`src/rtl/serial_rx_sr_ctrl.sv`:
```
// serial_rx_sr_ctrl
//   Receive side of the serial link. Recovers one frame at a time from an
//   idle-high line: start (0), NUM_BITS data bits, optional even-parity bit,
//   stop (1). A bit-period timer places the samples at mid-bit and a
//   serial-to-parallel shift register collects the data bits. The word is
//   handed to the consumer with a ready/read handshake plus error flags.
//
//   Optional feature macro: SERIAL_RX_PARITY_EN (adds the PARITY state and a
//   live parity_error flag; without it parity_error is tied 0).
//
// Parameters
//   NUM_BITS     data bits per frame, 2..16
//   SHIFT_MSB    1: first data bit ends up in rx_data[NUM_BITS-1]
//                0: first data bit ends up in rx_data[0]
//   CLKS_PER_BIT clock cycles per serial bit, even, >= 4
//
// Ports
//   clk            system clock, rising edge
//   n_rst          asynchronous active-low reset
//   serial_in      raw serial line, idle high, asynchronous to clk
//   data_read      consumer pulse: rx_data has been taken
//   rx_data        last good received word
//   data_ready     rx_data holds an unread word
//   framing_error  last frame had a 0 stop bit
//   overrun_error  an unread word was overwritten
//   parity_error   parity mismatch on the last frame

module serial_rx_sr_ctrl #(
  parameter int NUM_BITS     = 8,
  parameter int SHIFT_MSB    = 1,
  parameter int CLKS_PER_BIT = 10
) (
  input  logic                clk,
  input  logic                n_rst,
  input  logic                serial_in,
  input  logic                data_read,
  output logic [NUM_BITS-1:0] rx_data,
  output logic                data_ready,
  output logic                framing_error,
  output logic                overrun_error,
  output logic                parity_error
);

  localparam int CW = $clog2(CLKS_PER_BIT);
  localparam int BW = $clog2(NUM_BITS);

  localparam logic [CW-1:0] BIT_END  = CW'(CLKS_PER_BIT - 1);
  localparam logic [CW-1:0] HALF_END = CW'(CLKS_PER_BIT / 2 - 1);
  localparam logic [BW-1:0] LAST_BIT = BW'(NUM_BITS - 1);

  typedef enum logic [2:0] {
    IDLE,
    START,
    DATA,
`ifdef SERIAL_RX_PARITY_EN
    PARITY,
`endif
    STOP,
    LOAD
  } state_t;

  state_t state, state_nxt;

  // ---------------------------------------------------------------------
  // Two-flop synchronizer plus one history flop for the start-edge detect.
  // All reset to 1 so a reset never looks like a falling edge.
  // ---------------------------------------------------------------------
  logic sync1, s_in, s_prev, fall;

  always_ff @(posedge clk or negedge n_rst) begin
    if (!n_rst) begin
      sync1  <= 1'b1;
      s_in   <= 1'b1;
      s_prev <= 1'b1;
    end else begin
      sync1  <= serial_in;
      s_in   <= sync1;
      s_prev <= s_in;
    end
  end

  // Requiring prev = 1 means a line stuck low after a bad stop bit cannot
  // retrigger; it has to go high and fall again.
  assign fall = s_prev & ~s_in;

  // ---------------------------------------------------------------------
  // Bit-period timer and data-bit counter
  // ---------------------------------------------------------------------
  logic [CW-1:0] cnt;
  logic [BW-1:0] bit_cnt;
  logic          bit_tick, tmr_clr;

  assign bit_tick = (cnt == BIT_END);
  // Every state entry restarts the bit period.
  assign tmr_clr  = (state_nxt != state);

  always_ff @(posedge clk or negedge n_rst) begin
    if (!n_rst)                   cnt <= '0;
    else if (tmr_clr || bit_tick) cnt <= '0;
    else                          cnt <= cnt + CW'(1);
  end

  logic shift_en, load, set_fe, clr_err;
`ifdef SERIAL_RX_PARITY_EN
  logic par_en;
`endif

  always_ff @(posedge clk or negedge n_rst) begin
    if (!n_rst)             bit_cnt <= '0;
    else if (state != DATA) bit_cnt <= '0;
    else if (shift_en)      bit_cnt <= bit_cnt + BW'(1);
  end

  // ---------------------------------------------------------------------
  // FSM
  // ---------------------------------------------------------------------
  always_ff @(posedge clk or negedge n_rst) begin
    if (!n_rst) state <= IDLE;
    else        state <= state_nxt;
  end

  always_comb begin
    state_nxt = state;
    shift_en  = 1'b0;
    load      = 1'b0;
    set_fe    = 1'b0;
    clr_err   = 1'b0;
`ifdef SERIAL_RX_PARITY_EN
    par_en    = 1'b0;
`endif
    case (state)
      IDLE: begin
        if (fall) begin
          state_nxt = START;
          clr_err   = 1'b1;
        end
      end
      START: begin
        // Mid start bit: a high line here was a glitch, drop it silently.
        if (cnt == HALF_END) state_nxt = s_in ? IDLE : DATA;
      end
      DATA: begin
        if (bit_tick) begin
          shift_en = 1'b1;
          if (bit_cnt == LAST_BIT) begin
`ifdef SERIAL_RX_PARITY_EN
            state_nxt = PARITY;
`else
            state_nxt = STOP;
`endif
          end
        end
      end
`ifdef SERIAL_RX_PARITY_EN
      PARITY: begin
        if (bit_tick) begin
          par_en    = 1'b1;
          state_nxt = STOP;
        end
      end
`endif
      STOP: begin
        if (bit_tick) begin
          if (s_in) begin
            state_nxt = LOAD;
          end else begin
            set_fe    = 1'b1;
            state_nxt = IDLE;
          end
        end
      end
      LOAD: begin
        load      = 1'b1;
        state_nxt = IDLE;
      end
      default: state_nxt = IDLE;
    endcase
  end

  // ---------------------------------------------------------------------
  // Serial-to-parallel shift register
  // ---------------------------------------------------------------------
  logic [NUM_BITS-1:0] sr, sr_shifted;

  generate
    if (SHIFT_MSB != 0) begin : g_msb_first
      assign sr_shifted = {sr[NUM_BITS-2:0], s_in};
    end else begin : g_lsb_first
      assign sr_shifted = {s_in, sr[NUM_BITS-1:1]};
    end
  endgenerate

  always_ff @(posedge clk or negedge n_rst) begin
    if (!n_rst)        sr <= '1;
    else if (shift_en) sr <= sr_shifted;
  end

  // ---------------------------------------------------------------------
  // Consumer-facing word and flags
  // ---------------------------------------------------------------------
  always_ff @(posedge clk or negedge n_rst) begin
    if (!n_rst) begin
      rx_data       <= '1;
      data_ready    <= 1'b0;
      framing_error <= 1'b0;
      overrun_error <= 1'b0;
    end else begin
      if (clr_err)     framing_error <= 1'b0;
      else if (set_fe) framing_error <= 1'b1;

      if (data_read) begin
        data_ready    <= 1'b0;
        overrun_error <= 1'b0;
      end
      // LOAD is last so it wins over a coincident read; the read still
      // counts as having taken the old word, so no overrun then.
      if (load) begin
        rx_data    <= sr;
        data_ready <= 1'b1;
        if (data_ready && !data_read) overrun_error <= 1'b1;
      end
    end
  end

`ifdef SERIAL_RX_PARITY_EN
  logic par_err;

  // Even parity: data plus parity bit must XOR to 0. The flag persists
  // until the next start edge so a flagged word is still delivered.
  always_ff @(posedge clk or negedge n_rst) begin
    if (!n_rst)       par_err <= 1'b0;
    else if (clr_err) par_err <= 1'b0;
    else if (par_en)  par_err <= ^{sr, s_in};
  end

  assign parity_error = par_err;
`else
  assign parity_error = 1'b0;
`endif

endmodule

```
`config.mk`:
```
export PLATFORM = sky130hd
export DESIGN_NAME = serial_rx_sr_ctrl
export DESIGN_NICKNAME = d
export VERILOG_FILES = /design/src/rtl/serial_rx_sr_ctrl.sv
export SDC_FILE = /design/constraint.sdc
export NUM_CORES = 1
export LEC_CHECK = 0
export BUFFER_PORTS_ARGS = -buffer_cell sky130_fd_sc_hd__buf_2
export CAP_MARGIN = 10
export CORE_MARGIN = 2
export CORE_UTILIZATION = 45
export DETAILED_ROUTE_END_ITERATION = 8
export PLACE_DENSITY = 0.64
export SYNTH_ARGS = -nofsm -noshare
export SYNTH_HDL_FRONTEND = slang
export SYNTH_SLANG_ARGS = --single-unit
export TNS_END_PERCENT = 1
```
`constraint.sdc`:
```
create_clock -name clk -period 2.23 [get_ports clk]
set_input_delay 0.669 -clock clk [delete_from_list [all_inputs] [get_ports clk]]
set_output_delay 0.669 -clock clk [all_outputs]
set_load 0.01 [all_outputs]
```
Word level (Yosys, flattened, before mapping)
Index checks and enable logic that the tools add are counted.
{"block": "op_classes", "div_mod_pow": 0, "multipliers": 0, "order_cmp": 0, "addsub": 2, "n_reduce_logical": 7, "eq_ne": 9, "n_shift": 0, "n_mux": 26, "bitwise_logic": 2}
{"cell": "$mux W3", "count": 8}
{"cell": "$mux W1", "count": 15}
{"cell": "$pmux W3 S4", "count": 1}
{"cell": "$eq A3 B2 Y1 const B", "count": 2}
{"cell": "$eq A3 B3 Y1 const B", "count": 2}
{"cell": "$reduce_bool A2 Y1", "count": 3}
{"cell": "$add A4 B1 Y4 const B", "count": 1}
{"cell": "$eq A4 B3 Y1 const B", "count": 1}
{"cell": "$eq A4 B4 Y1 const B", "count": 1}
{"cell": "$mux W4", "count": 1}
{"cell": "$add A3 B1 Y3 const B", "count": 1}
{"cell": "$eq A3 B1 Y1 const B", "count": 1}
{"cell": "$logic_not A3 Y1", "count": 1}
{"cell": "$ne A3 B2 Y1 const B", "count": 1}
{"cell": "$ne A3 B3 Y1", "count": 1}
{"cell": "$mux W2", "count": 1}
{"cell": "$and A1 B1 Y1", "count": 1}
{"cell": "$logic_and A1 B1 Y1", "count": 1}
{"cell": "$logic_not A1 Y1", "count": 1}
{"cell": "$logic_or A1 B1 Y1", "count": 1}
{"cell": "$not A1 Y1", "count": 1}
{"block": "word_totals", "mem_bits_ro": 0, "ff_bits": 32, "latchBits": 0, "wordCells": 57, "ramBits": 0, "output_inout_bits": 12, "input_bits": 4, "n_memories": 0}

Longest topological paths before layout
Gate-level depths: netlist of the first run.
{"block": "logic_depth", "ltp_word": 7, "depth_mapped": 6, "ltp_nobuf": 5}

Worst setup path after synthesis of the first run
No wires, ideal clock.
{"block": "synth_timing", "kind": "reg-to-reg", "startpoint": "register cnt[0]", "endpoint": "register sr[0]", "slack_ns": 0.789, "t_required_ns": 2.148, "stages_incl_launch_ff": 6, "synth_period_minus_slack_ns": 1.441, "setup_ns": 0.082, "arrival_ns": 1.359, "path_buffers": 1, "cell_sequence": "dfrtp_1 > ha_1 > and3b_1 > buf_6 > nand3_4 > mux2_4"}
{"block": "synth_via", "elab_chain_len": 3}
{"element": "start, declared", "line_no": "89", "source": "logic [CW-1:0] cnt;"}
{"element": "start signal, assigned", "line_no": "100", "source": "else cnt <= cnt + CW'(1);"}
{"element": "$eq A4 B4 Y1", "line_no": "93", "source": "assign bit_tick = (cnt == BIT_END);"}
{"element": "$mux W1", "line_no": "143", "source": "if (bit_tick) begin"}
{"element": "$mux W1", "line_no": "131", "source": "case (state)"}
{"element": "end signal, assigned", "line_no": "195", "source": "else if (shift_en) sr <= sr_shifted;"}
{"element": "end, declared", "line_no": "183", "source": "logic [NUM_BITS-1:0] sr, sr_shifted;"}
No other way between the ends.
A chain may end at the register's enable or synchronous reset.

Final worst setup path of the first run
{"block": "layout_timing", "startpoint": "register rx_data[4]", "endpoint": "output rx_data[4]"}
{"element": "start, declared", "line_no": "37", "source": "output logic [NUM_BITS-1:0] rx_data,"}
{"element": "start signal, assigned", "line_no": "218", "source": "rx_data <= sr;"}
No word-level cell between the ends.

==> results of run 1 <==
metrics by stage:
| step | power (mW) | setup slack, ns |
|---|---|---|
| floorplan | 0.970 | 0.789 |
| global placement | 1.03 | 0.687 |
| detailed placement | 1.04 | 0.648 |
| CTS | 1.45 | 0.528 |
| global route | 1.52 | 0.502 |
| finish | 1.43 | 0.548 |
routing by layer:
metal  vias up  routed length (um)  global-route usage (%)
met5         -                   0                       0
met4         0                  46                    7.62
met3         6                 103                    7.14
met2        17                1050                    23.3
met1       403                1010                    19.0
li1        393                   -                       -
placed cells by master, fill, tap and decap left out, types with 2 or more instances in the layout:
cell type,n
a21oi_1,4
buf_2,14
clkbuf_4,5
dfrtp_1,13
dfstp_2,19
ha_1,5
inv_1,4
mux2_1,8
mux2_4,8
nand2_1,7
nand2b_1,2
nand3_1,2
nand3b_1,2
nor2_1,4
nor3_1,4
xnor2_1,2
layout make-up:
class / count / area [um^2]
Clock inverter: 2 / 11.3
Clock buffer: 6 / 62.6
Timing Repair Buffer: 15 / 77.6
Tap cell: 33 / 41.3
Inverter: 5 / 18.8
Sequential cell: 32 / 825
Fill cell: 271 / 1430
Multi-Input combinational cell: 63 / 537
flip-flops by register name (all words and copies together), names as in the netlist:
register and count:
sr 8, s_in 1, s_prev 1, framing_error 1
sync1 1, overrun_error 1, state 3, data_ready 1
bit_cnt 3, rx_data 8, cnt 4
report_power, final:
group          switching (mW)  internal (mW)
clock network           0.202          0.190
logic                   0.168          0.130
registers              0.0805          0.658
total                   0.450          0.977
cells in the mapped netlist:
master	n
a21o_1	1
a21oi_1	4
a221oi_1	1
a31oi_1	1
and2b_2	1
and3b_1	1
buf_2	1
buf_4	1
buf_6	1
conb_1	1
dfrtp_1	13
dfstp_2	19
ha_1	5
inv_1	4
inv_2	1
mux2_1	8
mux2_4	8
nand2_1	7
nand2b_1	2
nand3_1	2
nand3_4	1
nand3b_1	2
nor2_1	4
nor3_1	4
nor3b_1	1
o21ai_0	1
o21ai_1	1
o22ai_2	1
o31ai_1	1
or3_1	1
or4b_4	1
xnor2_1	2
xor2_1	1
worst max path at each step:
| stage | cells after the start | end | start |
|---|---|---|---|
| final | 1 | rx_data[4] | rx_data[4]$_DFFE_PN1P_ |
| after global routing | 1 | rx_data[3] | rx_data[3]$_DFFE_PN1P_ |
| after CTS | 1 | rx_data[4] | rx_data[4]$_DFFE_PN1P_ |
| after detailed placement | 5 | sr[1]$_DFFE_PN1P_ | cnt[1]$_DFF_PN0_ |
| after global placement | 5 | sr[0]$_DFFE_PN1P_ | cnt[1]$_DFF_PN0_ |
| after floorplan | 5 | sr[0]$_DFFE_PN1P_ | cnt[0]$_DFF_PN0_ |
logic make-up (layout without fill, tap and decap cells):
logic type      count (synthesis)  in the layout  synth area share [%]
xor+xnor                        3              3                  1.87
simple gates                   27             27                  11.5
flops                          32             32                  58.7
buf+inv                         8             28                  3.03
fa+ha+maj                       5              5                  4.46
compound gates                 11             11                  5.17
other cells                     1              1                 0.267
mux                            16             16                  15.0
==> impl_metrics.env, run 1 <==
export IMPL_dr_pass1_iters=4
export IMPL_core_area_um2=3000
export IMPL_peakVddDrop_uv=472
export IMPL_fin_cells=156
export IMPL_grt_pass1_vias=840
export IMPL_slowest_stage="dfstp_2"
export IMPL_hp_class="in2async"
export IMPL_tightestPinTransition_ns=0.672
export IMPL_netlist_area_leader_share_pct=35.6
export IMPL_cts_tree="done"
export IMPL_final_antenna_net_count=0
export IMPL_die_y_um=59.9
export IMPL_io_buffers=14
export IMPL_synth_distinct_cells=33
export IMPL_ys_seq_area_share_pct=58.7
export IMPL_cts_setup_buffers=0
export IMPL_dpl_instance_area_um2=1500
export IMPL_routed_via_density=5.25
export IMPL_ctsResizeCount=0
export IMPL_grtUsageTotal_pct=15.6
export IMPL_clk_pin_slew_ns=0.10
export IMPL_postSynthCellCount=103
export IMPL_clk_latency_ns=0.34
export IMPL_wirelength_um=2210
export IMPL_dp_cells=148
export IMPL_htreeDepth=2
export IMPL_timing_max_cap_violations=0
export IMPL_fp_dieArea_um2=3580
export IMPL_r2r_end="sr[1]$_DFFE_PN1P_"
export IMPL_fin_crit_ns=1.68
export IMPL_drtIter0Drc=24
export IMPL_clockBufferDepth=2
export IMPL_cellPowerDensity_nw_per_um2=908
export IMPL_finalSetupViolCount=0
export IMPL_maxSlewHeadroom_pct=55.2
export IMPL_grt_max_degree=33
export IMPL_rsz0062_at_grt="no"
export IMPL_cts_buffers=5
export IMPL_worstPathRequired_ns=1.56
export IMPL_area_delta_synth_final_pct=12.0
export IMPL_max_freq_mhz=594
export IMPL_reg2reg_depth=5
export IMPL_syn_num_nets=112
export IMPL_gp_congestion=0.721
export IMPL_layout_drive_gt1_share_pct=44.7
export IMPL_crit_chain="buf_2"
export IMPL_synth_area_leader_cell="dfstp_2"
export IMPL_fin_crit_sh_pct=75.4
export IMPL_skew_ns=0.00666
export IMPL_cts_sinks=32
export IMPL_setup_tns_ns=0
export IMPL_path_class="reg2out"
export IMPL_antenna_found_initial=0
export IMPL_nets=131
export IMPL_ios=16
export IMPL_wl_per_cell_um=14.2
export IMPL_cp_arrival_ns=1.01
export IMPL_ys_warn_count=0
export IMPL_hold_buffers=0
export IMPL_synth_area_per_cell_um2=13.6
export IMPL_critPathMaxStageDelay_ns=0.55
export IMPL_reg2reg_from="cnt[1]$_DFF_PN0_"
export IMPL_syn_area_um2=1400
export IMPL_cts_root_buffer="clkbuf_4"
export IMPL_synthTopCellsByArea="dfstp_2 36%, dfrtp_1 23%, mux2_4 8.6%, mux2_1 6.4%, ha_1 4.5%"
export IMPL_critPathBufInv=1
export IMPL_insertedDiodeCount=0
export IMPL_start_util_pct=46.7
export IMPL_die_width_um=59.9
export IMPL_grt_pass1_wl_um=3930
export IMPL_status="complete, no violations"
export IMPL_postLayoutCoreUtil_pct=52.4
export IMPL_reg2reg_slack_ns=0.65
export IMPL_crit_family="flip-flops"
export IMPL_p_leak_nw=0.768
export IMPL_routed_via_count=819
export IMPL_rows=20
export IMPL_hold_viol_final=0
export IMPL_worst_setup_path_end_kind="primary output"
export IMPL_drv_slew=0
export IMPL_crit_path_start_kind="register"
export IMPL_synth_seq_cells=32
export IMPL_hpwl_um=1540
export IMPL_final_area_um2=1570
export IMPL_holdWs_ns=0.357
export IMPL_grt_overflow_total=0
export IMPL_drc=0
export IMPL_crit_path_max_fanout=2
Power figures use the tool's default switching activity.
==> run 2: changes to the inputs <==
--- a/config.mk
+++ b/config.mk
@@ -10,7 +10,7 @@
 export CORE_MARGIN = 2
 export CORE_UTILIZATION = 45
 export DETAILED_ROUTE_END_ITERATION = 8
-export PLACE_DENSITY = 0.64
+export PLACE_DENSITY = 0.66
 export SYNTH_ARGS = -nofsm -noshare
 export SYNTH_HDL_FRONTEND = slang
 export SYNTH_SLANG_ARGS = --single-unit
==> constraint.sdc (replaced) <==
create_clock -name clk -period 1.5 [get_ports clk]
set_input_delay 0.45 -clock clk [delete_from_list [all_inputs] [get_ports clk]]
set_output_delay 0.45 -clock clk [all_outputs]
set_load 0.01 [all_outputs]
==> run 2 against run 1 <==
  * Routed wire length is 6.7% lower
  * Die area unchanged
  * Sequential share of layout area is 1.6 points lower
  * Clock power up 48%
  * Count of clock-buffer cells in the layout did not move
  * Clock skew increased by 0.0013 ns
  * Critical path depth did not move
  * Combinational power increased by 56%
  * Critical path type unchanged
  * Largest cell class unchanged
  * Largest power group unchanged
==> impl_metrics.env, run 2 (same netlist as run 1, synthesis figures left out) <==
export IMPL_rows=20
export IMPL_worst_setup_path_end_kind="primary output"
export IMPL_die_y_um=59.9
export IMPL_path_depth=1
export IMPL_holdWs_ns=0.117
export IMPL_grt_max_degree=33
export IMPL_cts_sinks=32
export IMPL_clockBufferDepth=2
export IMPL_reg2reg_depth=4
export IMPL_cts_setup_buffers=0
export IMPL_hpwl_um=1430
export IMPL_layout_drive_gt1_share_pct=46.4
export IMPL_critPathMaxStageDelay_ns=0.54
export IMPL_multi_input_area_um2=546
export IMPL_fp_dieArea_um2=3580
export IMPL_fin_crit_sh_pct=95.9
export IMPL_fin_crit_ns=1.44
export IMPL_wirelength_um=2060
export IMPL_p_leak_nw=0.780
export IMPL_grtUsageTotal_pct=14.1
export IMPL_final_antenna_net_count=0
export IMPL_hp_class="in2async"
export IMPL_path_class="reg2out"
export IMPL_die_width_um=59.9
export IMPL_nets=133
export IMPL_rsz0062_at_grt="yes"
export IMPL_hold_viol_final=0
export IMPL_area_delta_synth_final_pct=15.5
export IMPL_setup_ws_ns=0.0612
export IMPL_nFillCells=261
export IMPL_dr_pass1_iters=4
export IMPL_grt_overflow_total=0
export IMPL_cts_tree="done"
export IMPL_routed_via_count=817
export IMPL_io_buffers=14
export IMPL_clk_latency_ns=0.33
export IMPL_drc=0
export IMPL_drv_slew=0
export IMPL_routed_via_density=5.17
export IMPL_layout_common_cells="19 x dfstp_2, 13 x dfrtp_1, 10 x buf_2"
export IMPL_cellPowerDensity_nw_per_um2=1320
export IMPL_max_freq_mhz=695
export IMPL_top_regs="rx_data (8), sr (8), cnt (4)"
export IMPL_grt_pass1_wl_um=3570
export IMPL_crit_family="flip-flops"
export IMPL_crit_path_start_kind="register"
export IMPL_totalPowerFinal_mw=2.14
export IMPL_insertedDiodeCount=0
export IMPL_peakVddDrop_uv=875
export IMPL_drtIter0Drc=12
export IMPL_timing_max_cap_violations=0
export IMPL_place_ws_ns=0.0626
export IMPL_cp_arrival_ns=0.99
export IMPL_cts_root_buffer="clkbuf_4"
export IMPL_crit_chain="buf_2"
export IMPL_core_area_um2=3000
export IMPL_cts_buffers=5
export IMPL_wl_per_cell_um=13.0
export IMPL_grt_pass1_vias=755
export IMPL_status="complete, no violations"
export IMPL_seqCellArea_um2=825
export IMPL_crit_start="rx_data[6]$_DFFE_PN1P_"
export IMPL_layout_commonest_cell="dfstp_2"
export IMPL_clk_pin_slew_ns=0.10
export IMPL_gp_congestion=0.750
export IMPL_htreeDepth=2
export IMPL_antenna_found_initial=0
export IMPL_skew_ns=0.00795
export IMPL_start_util_pct=46.7
export IMPL_critPathBufInv=1
export IMPL_finalSetupViolCount=0
export IMPL_ios=16
export IMPL_reg2reg_from="cnt[0]$_DFF_PN0_"
export IMPL_crit_path_max_fanout=2
export IMPL_worstPathRequired_ns=1.05
export IMPL_slowest_stage="dfstp_2"
## run 2: cell types whose count changed in the layout (fill, tap and decap cells not counted), sizes merged
| cell | delta |
|---|---|
| buf | +2 |
## run 2: report_power, final
group / switching (mW) / internal [mW] / total [mW]
clock network: 0.297 / 0.282 / 0.579
registers: 0.122 / 0.978 / 1.10
logic: 0.257 / 0.207 / 0.464
## run 2: repair_timing
action,in CTS,in global routing
hold buffers,0,0
resized for setup,0,6
endpoints found under the setup margin,0,10
## run 2: worst paths after layout
check | end | slack [ns]
min in group clk | sync1$_DFF_PN1_ | 0.21
hold / removal | bit_cnt[2]$_DFFE_PN0P_ | 0.12
setup reg to reg | sr[4]$_DFFE_PN1P_ | 0.08
hold reg to reg | s_in$_DFF_PN1_ | 0.36
setup / recovery | rx_data[6] | 0.06
max in group asynchronous | sync1$_DFF_PN1_ | 1.06
## run 2: per-stage QoR
| stage | instances | area (um^2) | utilization [%] | setup TNS [ns] |
|---|---|---|---|---|
| 6_report | 158 | 1620 | 54.0 | 0 |
| 4_1_cts | 158 | 1590 | 52.9 | 0 |
| 3_5_place_dp | 150 | 1510 | 50.4 | 0 |
| 5_1_grt | 158 | 1620 | 54.0 | -0.0205 |
| 3_3_place_gp | 150 | 1510 | 50.4 | 0 |
| 2_1_floorplan | 103 | 1400 | - | 0 |
## run 2: layout make-up
cell class / count / share of cell area, %
Sequential cell: 32 / 50.8
Multi-Input combinational cell: 63 / 33.6
Timing Repair Buffer: 17 / 7.25
Clock buffer: 6 / 3.86
Tap cell: 33 / 2.55
Inverter: 5 / 1.16
Clock inverter: 2 / 0.694
## run 2: metal layers
metal  global-route usage (%)  wire length (um)
met1                     20.0               997
met2                     18.0               931
met3                     5.84                77
met4                     7.62                53
met5                        0                 0
